File: src/rtl/muldiv_pkg.sv
// Shared definitions for the iterative RV32M/RV64M multiply-divide unit:
// func3 codes, FSM state encoding and operation decode helpers.
package muldiv_pkg;

  localparam logic [2:0] FN_MUL    = 3'b000;
  localparam logic [2:0] FN_MULH   = 3'b001;
  localparam logic [2:0] FN_MULHSU = 3'b010;
  localparam logic [2:0] FN_MULHU  = 3'b011;
  localparam logic [2:0] FN_DIV    = 3'b100;
  localparam logic [2:0] FN_DIVU   = 3'b101;
  localparam logic [2:0] FN_REM    = 3'b110;
  localparam logic [2:0] FN_REMU   = 3'b111;

  typedef enum logic [1:0] {
    ST_IDLE = 2'd0,
    ST_CALC = 2'd1,
    ST_FIX  = 2'd2,
    ST_DONE = 2'd3
  } state_t;

  function automatic logic is_div(input logic [2:0] f);
    return f[2];
  endfunction

  function automatic logic is_rem(input logic [2:0] f);
    return f[2] & f[1];
  endfunction

  function automatic logic is_signed_a(input logic [2:0] f);
    return (f != FN_MULHU) && (f != FN_DIVU) && (f != FN_REMU);
  endfunction

  function automatic logic is_signed_b(input logic [2:0] f);
    return is_signed_a(f) && (f != FN_MULHSU);
  endfunction

endpackage

File: src/rtl/muldiv_negate.sv
// Conditional two's-complement negation of a parametrised-width value.
module muldiv_negate #(
  parameter int W = 32
) (
  input  logic         neg,
  input  logic [W-1:0] din,
  output logic [W-1:0] dout
);

  assign dout = neg ? ('0 - din) : din;

endmodule

File: src/rtl/muldiv_unit.sv
// Iterative multiply/divide unit: shift-add multiply and restoring divide
// on operand magnitudes, sign fix-up afterwards, valid/ready on both sides.
module muldiv_unit
  import muldiv_pkg::*;
#(
  parameter int XLEN  = 32,
  parameter int TAG_W = 5
) (
  input  logic             clk,
  input  logic             rst_n,
  input  logic             flush,
  input  logic             in_valid,
  output logic             in_ready,
  input  logic [2:0]       func3,
  input  logic [XLEN-1:0]  op_a,
  input  logic [XLEN-1:0]  op_b,
  input  logic [TAG_W-1:0] in_tag,
  output logic             out_valid,
  input  logic             out_ready,
  output logic [XLEN-1:0]  result,
  output logic [TAG_W-1:0] out_tag
);

  localparam int CNT_W = $clog2(XLEN);
  localparam logic [CNT_W-1:0] LAST_STEP = CNT_W'(XLEN - 1);
  localparam logic [XLEN-1:0]  MOST_NEG  = {1'b1, {(XLEN-1){1'b0}}};

  state_t            state;
  logic [2:0]        func3_r;
  logic              neg_res;
  logic              neg_rem;
  logic [XLEN-1:0]   mag_b;
  logic [2*XLEN-1:0] acc;
  logic [CNT_W-1:0]  count;

  logic              fire;
  logic              sign_a, sign_b;
  logic [XLEN-1:0]   mag_a_in, mag_b_in;
  logic              div_zero, div_ovf;
  logic [XLEN-1:0]   fast_result;

  assign in_ready = (state == ST_IDLE);
  assign fire     = in_valid & in_ready & ~flush;

  assign sign_a = is_signed_a(func3) & op_a[XLEN-1];
  assign sign_b = is_signed_b(func3) & op_b[XLEN-1];

  muldiv_negate #(.W(XLEN)) u_neg_a (.neg(sign_a), .din(op_a), .dout(mag_a_in));
  muldiv_negate #(.W(XLEN)) u_neg_b (.neg(sign_b), .din(op_b), .dout(mag_b_in));

  // Divide corner cases resolve at acceptance and skip the iteration.
  assign div_zero = is_div(func3) & (op_b == '0);
  assign div_ovf  = is_div(func3) & is_signed_a(func3) & (op_a == MOST_NEG) & (&op_b);

  always_comb begin
    // NOTE: every always_comb output gets a default first so no path leaves it unassigned, which would infer a latch.
    fast_result = op_a;
    if (div_zero)
      fast_result = is_rem(func3) ? op_a : '1;
    else if (is_rem(func3))
      fast_result = '0;
  end

  // Single shared XLEN+1 adder: accumulate for multiply, trial subtract for divide.
  logic              div_op;
  logic [XLEN-1:0]   acc_hi, acc_lo;
  logic [XLEN:0]     add_a, add_b, sum;
  logic [2*XLEN-1:0] step_acc;

  assign div_op = is_div(func3_r);
  assign acc_hi = acc[2*XLEN-1:XLEN];
  assign acc_lo = acc[XLEN-1:0];
  assign add_a  = div_op ? {acc_hi, acc_lo[XLEN-1]} : {1'b0, acc_hi};
  assign add_b  = {1'b0, mag_b};
  assign sum    = add_a + (div_op ? ~add_b : add_b) + {{XLEN{1'b0}}, div_op};

  always_comb begin
    step_acc = acc;
    if (div_op) begin
      if (!sum[XLEN])
        step_acc = {sum[XLEN-1:0], acc_lo[XLEN-2:0], 1'b1};
      else
        step_acc = {add_a[XLEN-1:0], acc_lo[XLEN-2:0], 1'b0};
    end else if (acc_lo[0]) begin
      step_acc = {sum, acc_lo[XLEN-1:1]};
    end else begin
      step_acc = {1'b0, acc_hi, acc_lo[XLEN-1:1]};
    end
  end

  // Negation is applied to the full product so the high half sees the carry.
  logic [2*XLEN-1:0] fix_in, fix_out;
  logic              fix_neg;
  logic [XLEN-1:0]   fix_result;

  assign fix_in  = div_op ? {{XLEN{1'b0}}, (is_rem(func3_r) ? acc_hi : acc_lo)} : acc;
  assign fix_neg = is_rem(func3_r) ? neg_rem : neg_res;

  muldiv_negate #(.W(2*XLEN)) u_neg_fix (.neg(fix_neg), .din(fix_in), .dout(fix_out));

  assign fix_result = (!div_op && func3_r != FN_MUL) ? fix_out[2*XLEN-1:XLEN]
                                                    : fix_out[XLEN-1:0];

  // NOTE: datapath registers are always loaded on acceptance before they are read, so they carry no reset.
  always_ff @(posedge clk) begin
    if (fire) begin
      func3_r <= func3;
      neg_res <= sign_a ^ sign_b;
      neg_rem <= sign_a;
      mag_b   <= mag_b_in;
      acc     <= {{XLEN{1'b0}}, mag_a_in};
      count   <= '0;
    end else if (state == ST_CALC) begin
      acc   <= step_acc;
      count <= count + CNT_W'(1);
    end
  end

  // NOTE: sequential state uses non-blocking assignments so every flop samples pre-edge values.
  always_ff @(posedge clk or negedge rst_n) begin
    if (!rst_n) begin
      state     <= ST_IDLE;
      out_valid <= 1'b0;
      result    <= '0;
      out_tag   <= '0;
    end else if (flush) begin
      state     <= ST_IDLE;
      out_valid <= 1'b0;
    end else begin
      unique case (state)
        ST_IDLE: begin
          if (fire) begin
            out_tag <= in_tag;
            if (div_zero || div_ovf) begin
              result    <= fast_result;
              out_valid <= 1'b1;
              state     <= ST_DONE;
            end else begin
              state <= ST_CALC;
            end
          end
        end
        ST_CALC: begin
          if (count == LAST_STEP)
            state <= ST_FIX;
        end
        ST_FIX: begin
          result    <= fix_result;
          out_valid <= 1'b1;
          state     <= ST_DONE;
        end
        ST_DONE: begin
          if (out_ready) begin
            out_valid <= 1'b0;
            state     <= ST_IDLE;
          end
        end
        default: state <= ST_IDLE;
      endcase
    end
  end

endmodule

File: config.mk
export PLATFORM = sky130hd
export DESIGN_NAME = muldiv_unit
export DESIGN_NICKNAME = d
export VERILOG_FILES = /design/src/rtl/muldiv_pkg.sv /design/src/rtl/muldiv_negate.sv /design/src/rtl/muldiv_unit.sv
export SDC_FILE = /design/constraint.sdc
export NUM_CORES = 1
export LEC_CHECK = 0
export CAP_MARGIN = 30
export CORE_ASPECT_RATIO = 0.75
export CORE_MARGIN = 4
export CORE_UTILIZATION = 40
export DETAILED_ROUTE_END_ITERATION = 8
export SYNTH_ARGS = -nofsm -noshare
export SYNTH_HDL_FRONTEND = slang
export SYNTH_HIERARCHICAL = 1
export SYNTH_SLANG_ARGS = --single-unit
File: constraint.sdc
create_clock -name clk -period 4.7 [get_ports clk]
set_clock_uncertainty 0.05 [all_clocks]
set_input_delay 0.94 -clock clk [delete_from_list [all_inputs] [get_ports clk]]
set_output_delay 0.94 -clock clk [all_outputs]
set_load 0.1 [all_outputs]
* Yosys cells after proc, flatten, opt, wreduce, memory -nomap -nowiden
Cells that the tools add are included.
** Cells by class
- Add/subtract/negate cells :: 6
- Equality and inequality tests :: 15
- Mux-type cells :: 31
- Bitwise operators :: 13
- Reduce and logical (&&, ||, !) cells :: 17
** Operators by type and width (count)
- $mux W32 :: 11
- $mux W64 :: 5
- $mux W33 :: 2
- $pmux W32 S2 :: 1
- $sub A1 B32 Y32 const A :: 2
- $sub A1 B64 Y64 const A :: 1
- $add A33 B1 Y33 :: 1
- $add A33 B33 Y33 :: 1
- $not A32 Y33 :: 1
- $eq A32 B32 Y1 const B :: 1
- $logic_not A32 Y1 :: 1
- $reduce_and A32 Y1 :: 1
- $ne A3 B2 Y1 const B :: 5
- $and A1 B1 Y1 :: 10
- $mux W2 :: 5
- $ne A3 B3 Y1 const B :: 3
- $pmux W2 S4 :: 1
- $reduce_and A4 Y1 :: 2
- $reduce_and A3 Y1 :: 2
- $add A5 B1 Y5 const B :: 1
- $eq A5 B5 Y1 const B :: 1
- $mux W1 :: 5
- $eq A2 B2 Y1 const B :: 2
- $logic_and A1 B1 Y1 :: 4
- other kinds (11) :: 13
** Word-level totals
- Register bits after elaboration :: 146
- Input bits :: 77
- Output and inout bits :: 39
- Word-level logic and storage cells :: 93

* Depth between registers and ports, before layout
- Word-level depth :: 11
- Depth in mapped cells :: 19

* By module
The synthesis kept the hierarchy.
** Modules (own cells, without submodules)
- muldiv_unit :: instances 1, cells each 1250, area an instance 10844.2 um^2
- muldiv_negate at u_neg_a ... :: instances 2, cells each 108, area an instance 767.0 um^2
- muldiv_negate at u_neg_fix :: instances 1, cells each 198, area an instance 1453.9 um^2

* Least setup slack after synthesis
Ideal clock, no wire load.
- Kind :: reg-to-reg
- Start :: reg func3_r[2]
- End :: reg acc[0], data pin
- Library setup time :: 0.254 ns
- Arrival time :: 3.949 ns
- Required time :: 4.396 ns
- Slack :: 0.447 ns
- Stages on the path, launching flop included :: 18
- Clock period less this slack :: 4.253 ns
- Cell sequence :: edfxtp_1 -> buf_6 -> clkbuf_1 -> buf_1 -> buf_1 -> xor2_1 -> fa_1 -> a211oi_1 -> o211ai_1 -> a211oi_2 -> o41ai_2 -> o21ai_2 -> xnor2_2 -> buf_4 -> buf_6 -> nor2_1 -> a211o_1 -> o21a_1
** On the way
- Word-level cells in the longest chain between the ends :: 7
** RTL lines
- start, declared :: line muldiv_unit.sv:29 : logic [2:0] func3_r;
- start signal, assigned :: line muldiv_unit.sv:107 : func3_r <= func3;
- $mux W33, on equally long branches :: line muldiv_unit.sv:73, muldiv_unit.sv:75
- $add A33 B33 Y33 :: line muldiv_unit.sv:75 : assign sum = add_a + (div_op ? ~add_b : add_b) + {{XLEN{1'b0}}, div_op};
- $add A33 B1 Y33 :: line muldiv_unit.sv:75
- $mux W64 :: line muldiv_unit.sv:80 : if (!sum[XLEN])
- $mux W64 (*) :: line muldiv_unit.sv:79 : if (div_op) begin
- $mux W32 (*) :: line muldiv_unit.sv:113 : end else if (state == ST_CALC) begin
- $mux W32 (*) :: line muldiv_unit.sv:106 : if (fire) begin
- end signal, assigned :: line muldiv_unit.sv:111 : acc <= {{XLEN{1'b0}}, mag_a_in};
- end signal, assigned :: line muldiv_unit.sv:114 : acc <= step_acc;
- end, declared :: line muldiv_unit.sv:33 : logic [2*XLEN-1:0] acc;
Mark *: on every way between the ends. The rest lies on a longest branch, timed or not. The select of a mux whose other input is x is not followed.
A chain may end at the register's enable or synchronous reset.

* Final worst setup path
Ends and elaborated chain as after synthesis.

==> impl_metrics.ini <==
[global_routing]
grt_antenna_before_repair = 1
largest_net_degree_at_the_start_of_global_routing = 92
grt_pass1_vias = 12100
globalRouteOverflowTotal = 0
grt_usage_pct = 23.2
grt_first_pass_wirelength_mm = 70.1

[clock_network]
cts.htree.levels = 4
cts-buffers-inserted = 17
tritoncts_num_sinks = 146
post-cts-setup-buffer-count = 0
cts_resized = 0
clock_tree.root_cell = sky130_fd_sc_hd__clkbuf_16
clock_latency_ps = 460
cts_buffer_depth = 2
worst_setup_hold_path_clk_slew_ps = 70
holdBufCountCts = 0
tritoncts = done

[synthesis]
avgSynthCellArea_um2 = 8.31
yosysWarnings = 6
syn_nets = 1782
synth-seq-area-share_pct = 27.6
synth.ff_latch_count = 146
synthesis.area_mm2 = 0.0138
synthFlopType = sky130_fd_sc_hd__edfxtp_1
synth.lib_cells_used.distinct = 78
postSynthCellCount = 1664
async_reset_ff_share_pct = 27.4
post_synth_edffs = 69

[power]
worst_ir_drop_vdd_v = 0.000700
design_power_total_mw = 10.6
static_leakage_power_nw = 6.14
power_density_mw_per_mm2 = 659

[flow_run]
max_cap_viol_count = 0

[sta]
timing.fmax_mhz = 226
timing.final.crit_period_ps = 4430
finalSetupViolations = 0
number_of_endpoints_with_negative_hold_slack_in_the_final_report = 0
fin_setup_tns_ps = 0
grt_setup_unrepaired = false
final.period_utilization_pct = 94.2
slew_viol_final = 0
worst_hold_slack_ps = 270
tightest_slew_ps = 1040
slew_headroom_pct = 30.6

[placement]
post-place-cells = 2163
dp.final_hpwl_mm = 34.6
port_buffers = 115
routabilityCongestion = 0.910
post_dp_cell_area_mm2 = 0.0155

[final_layout]
finished_cell_area_mm2 = 0.0161
footprint_of_the_flip_flops_and_latches_mm2 = 0.00381
drive_above_1_share_pct = 11.6
count_of_filler_cells_inserted_in_the_layout = 3313
multi_input_comb_area_mm2 = 0.00943
nets = 1850
stdcell_count = 2197
syn_to_final_growth_pct = 16.6

[critical_path]
timing.reg2reg.worst_path_depth = 15
timing.critical_path.fanout_max = 91
required_ps = 4860
timing.critical_path.to_type = register
start_kind = register
worst_r2r_endpoint = acc[0]
reg2reg_from = func3_r[2]
category_of_the_critical_setup_timing_path = register to register
cp.arrival_ps = 4590
setup.reg_to_reg.worst_slack_ps = 270

[floorplanning]
floorplan.die.width_um = 223
die_h_um = 169
die_area_mm2 = 0.0377
floorplan.rows = 58
i_o_pin_count = 116
design.core.area_mm2 = 0.0338
initial_core_util_pct = 40.9

[detailed_routing]
dr.first_iter.drc_count = 1397
drtAntennaViolNets = 0
drt_wl_total_mm = 45.0
route.vias.total = 13100
detailedRoute.firstPassIterationCount = 5
avgViaCountPerCell = 5.96
wire_per_inst_um = 20.5
detailed_route_drc_error_count = 0

[worst_hold_path]
min-delay-path-class = input port to async pin

[status]
outcome = finished, final reports clean
-- through the flow --
| stage | utilization (%) | setup WS, ps |
|---|---|---|
| final | 47.7 | 274 |
| after global routing | 47.7 | 26.8 |
| after CTS | 47.7 | 314 |
| after detailed placement | 45.8 | 332 |
| after global placement | 45.7 | 357 |
| after floorplan | - | 447 |
-- synth_stat cells (5+ instances only) --
| cell | instances | area (µm²) |
|---|---|---|
| sky130_fd_sc_hd__buf_1 | 8 | 30.0 |
| sky130_fd_sc_hd__or4_1 | 22 | 165 |
| sky130_fd_sc_hd__inv_1 | 32 | 120 |
| sky130_fd_sc_hd__and3_1 | 6 | 37.5 |
| sky130_fd_sc_hd__buf_2 | 10 | 50.1 |
| sky130_fd_sc_hd__xnor2_1 | 135 | 1180 |
| sky130_fd_sc_hd__nor4_1 | 24 | 150 |
| sky130_fd_sc_hd__nand2_1 | 210 | 788 |
| sky130_fd_sc_hd__a31o_2 | 5 | 43.8 |
| sky130_fd_sc_hd__a21o_1 | 35 | 263 |
| sky130_fd_sc_hd__o41ai_1 | 34 | 298 |
| sky130_fd_sc_hd__a211oi_1 | 44 | 330 |
| sky130_fd_sc_hd__o21ai_1 | 14 | 70.1 |
| sky130_fd_sc_hd__dfrtp_1 | 40 | 1000 |
| sky130_fd_sc_hd__xor2_1 | 51 | 447 |
| sky130_fd_sc_hd__buf_4 | 7 | 52.6 |
| sky130_fd_sc_hd__or3_1 | 21 | 131 |
| sky130_fd_sc_hd__o211ai_1 | 11 | 82.6 |
| sky130_fd_sc_hd__or2_2 | 8 | 50.1 |
| sky130_fd_sc_hd__mux2i_1 | 53 | 531 |
| sky130_fd_sc_hd__nand2b_1 | 13 | 81.3 |
| sky130_fd_sc_hd__nor2b_1 | 38 | 238 |
| sky130_fd_sc_hd__clkbuf_1 | 84 | 315 |
| sky130_fd_sc_hd__nor2_1 | 108 | 405 |
| sky130_fd_sc_hd__o21a_1 | 7 | 52.6 |
| sky130_fd_sc_hd__dfxtp_1 | 37 | 741 |
| sky130_fd_sc_hd__a21oi_1 | 102 | 510 |
| sky130_fd_sc_hd__nand4_1 | 22 | 138 |
| sky130_fd_sc_hd__ha_1 | 40 | 500 |
| sky130_fd_sc_hd__o31ai_1 | 42 | 315 |
| sky130_fd_sc_hd__nand3b_1 | 8 | 60.1 |
| sky130_fd_sc_hd__o41ai_2 | 8 | 130 |
| sky130_fd_sc_hd__nor3_1 | 18 | 90.1 |
| sky130_fd_sc_hd__or4_4 | 7 | 78.8 |
| sky130_fd_sc_hd__mux2_2 | 76 | 856 |
| sky130_fd_sc_hd__edfxtp_1 | 69 | 2070 |
| sky130_fd_sc_hd__o21ai_0 | 122 | 611 |
| sky130_fd_sc_hd__nand3_1 | 17 | 85.1 |
-- worst max path at each step --
stage,from,endpoint,slack (ps)
final,func3_r[2],acc[0],270
after global placement,func3_r[2],acc[0],360
after floorplan,func3_r[2],acc[0],450
after CTS,func3_r[2],acc[0],310
after detailed placement,func3_r[2],acc[0],330
after global routing,func3_r[2],acc[40],30
-- cell families (layout without fill, tap and decap cells) --
kind of cell    after synthesis  in the layout  synth area share [%]
other cells                   0              2                     0
xor+xnor                    187            187                  11.9
simple gates                544            544                  19.7
compound gates              472            472                  22.6
flops                       146            146                  27.6
mux                         129            129                  10.0
fa+ha+maj                    41             41                  3.76
buf+inv                     145            226                  4.43
-- layer usage --
| metal | routed length [µm] | track usage (%) |
|---|---|---|
| met2 | 19900 | 35.3 |
| met5 | 14 | 0 |
| met3 | 3020 | 4.11 |
| met1 | 21100 | 34.0 |
| met4 | 950 | 6.35 |
-- critical path, cell delays in order (launching register included) --
cell,delay (ps)
sky130_fd_sc_hd__edfxtp_1,390
sky130_fd_sc_hd__buf_12,330
sky130_fd_sc_hd__buf_4,450
sky130_fd_sc_hd__xor2_1,130
sky130_fd_sc_hd__ha_1,410
sky130_fd_sc_hd__a21oi_1,120
sky130_fd_sc_hd__o21ai_0,460
sky130_fd_sc_hd__a211oi_2,110
sky130_fd_sc_hd__o41ai_2,380
sky130_fd_sc_hd__o21ai_2,160
sky130_fd_sc_hd__xnor2_4,380
sky130_fd_sc_hd__buf_12,200
sky130_fd_sc_hd__buf_12,140
sky130_fd_sc_hd__nor2_1,40
sky130_fd_sc_hd__a211o_1,230
sky130_fd_sc_hd__o21a_1,100
-- power by group --
part / leakage, nW / internal (mW) / total [mW] / switching [mW]
Sequential: 1.47 / 1.91 / 2.34 / 0.433
Clock: 0.302 / 0.859 / 1.46 / 0.598
Combinational: 4.36 / 2.49 / 6.83 / 4.35
-- cell usage in the layout, fill, tap and decap left out, drive strengths merged, types with 11 or more instances in the layout --
master and count:
ha 40, o41ai 42, clkbuf 21, nor2 108, nand2 210, a21o 35
nand4 22, inv 34, mux2 76, dfrtp 40, nor3 19, o31ai 43
clkdlybuf4s50 114, nor2b 38, edfxtp 69, o21ai 137, xnor2 136, nor4 25
xor2 51, buf 48, nand3 17, dfxtp 37, or3 23, a211oi 45
a21oi 103, nand2b 13, mux2i 53, o211ai 11, or4 29
-- final cells by class --
cell class / count / share of cell area, %
repair buffers: 162 / 9.76
well taps: 450 / 3.49
inverters: 32 / 0.760
clock inverters: 11 / 0.753
diodes: 2 / 0.0310
flip-flops and latches: 146 / 23.7
multi-input cells: 1373 / 58.5
clock buffers: 21 / 3.06
-- registers in the layout, summed over array words and instances (netlist names) --
signal     flops
out_tag        5
neg_rem        1
count          5
out_valid      1
result        32
neg_res        1
func3_r        3
mag_b         32
acc           64
state          2
Power figures use the tool's default switching activity.
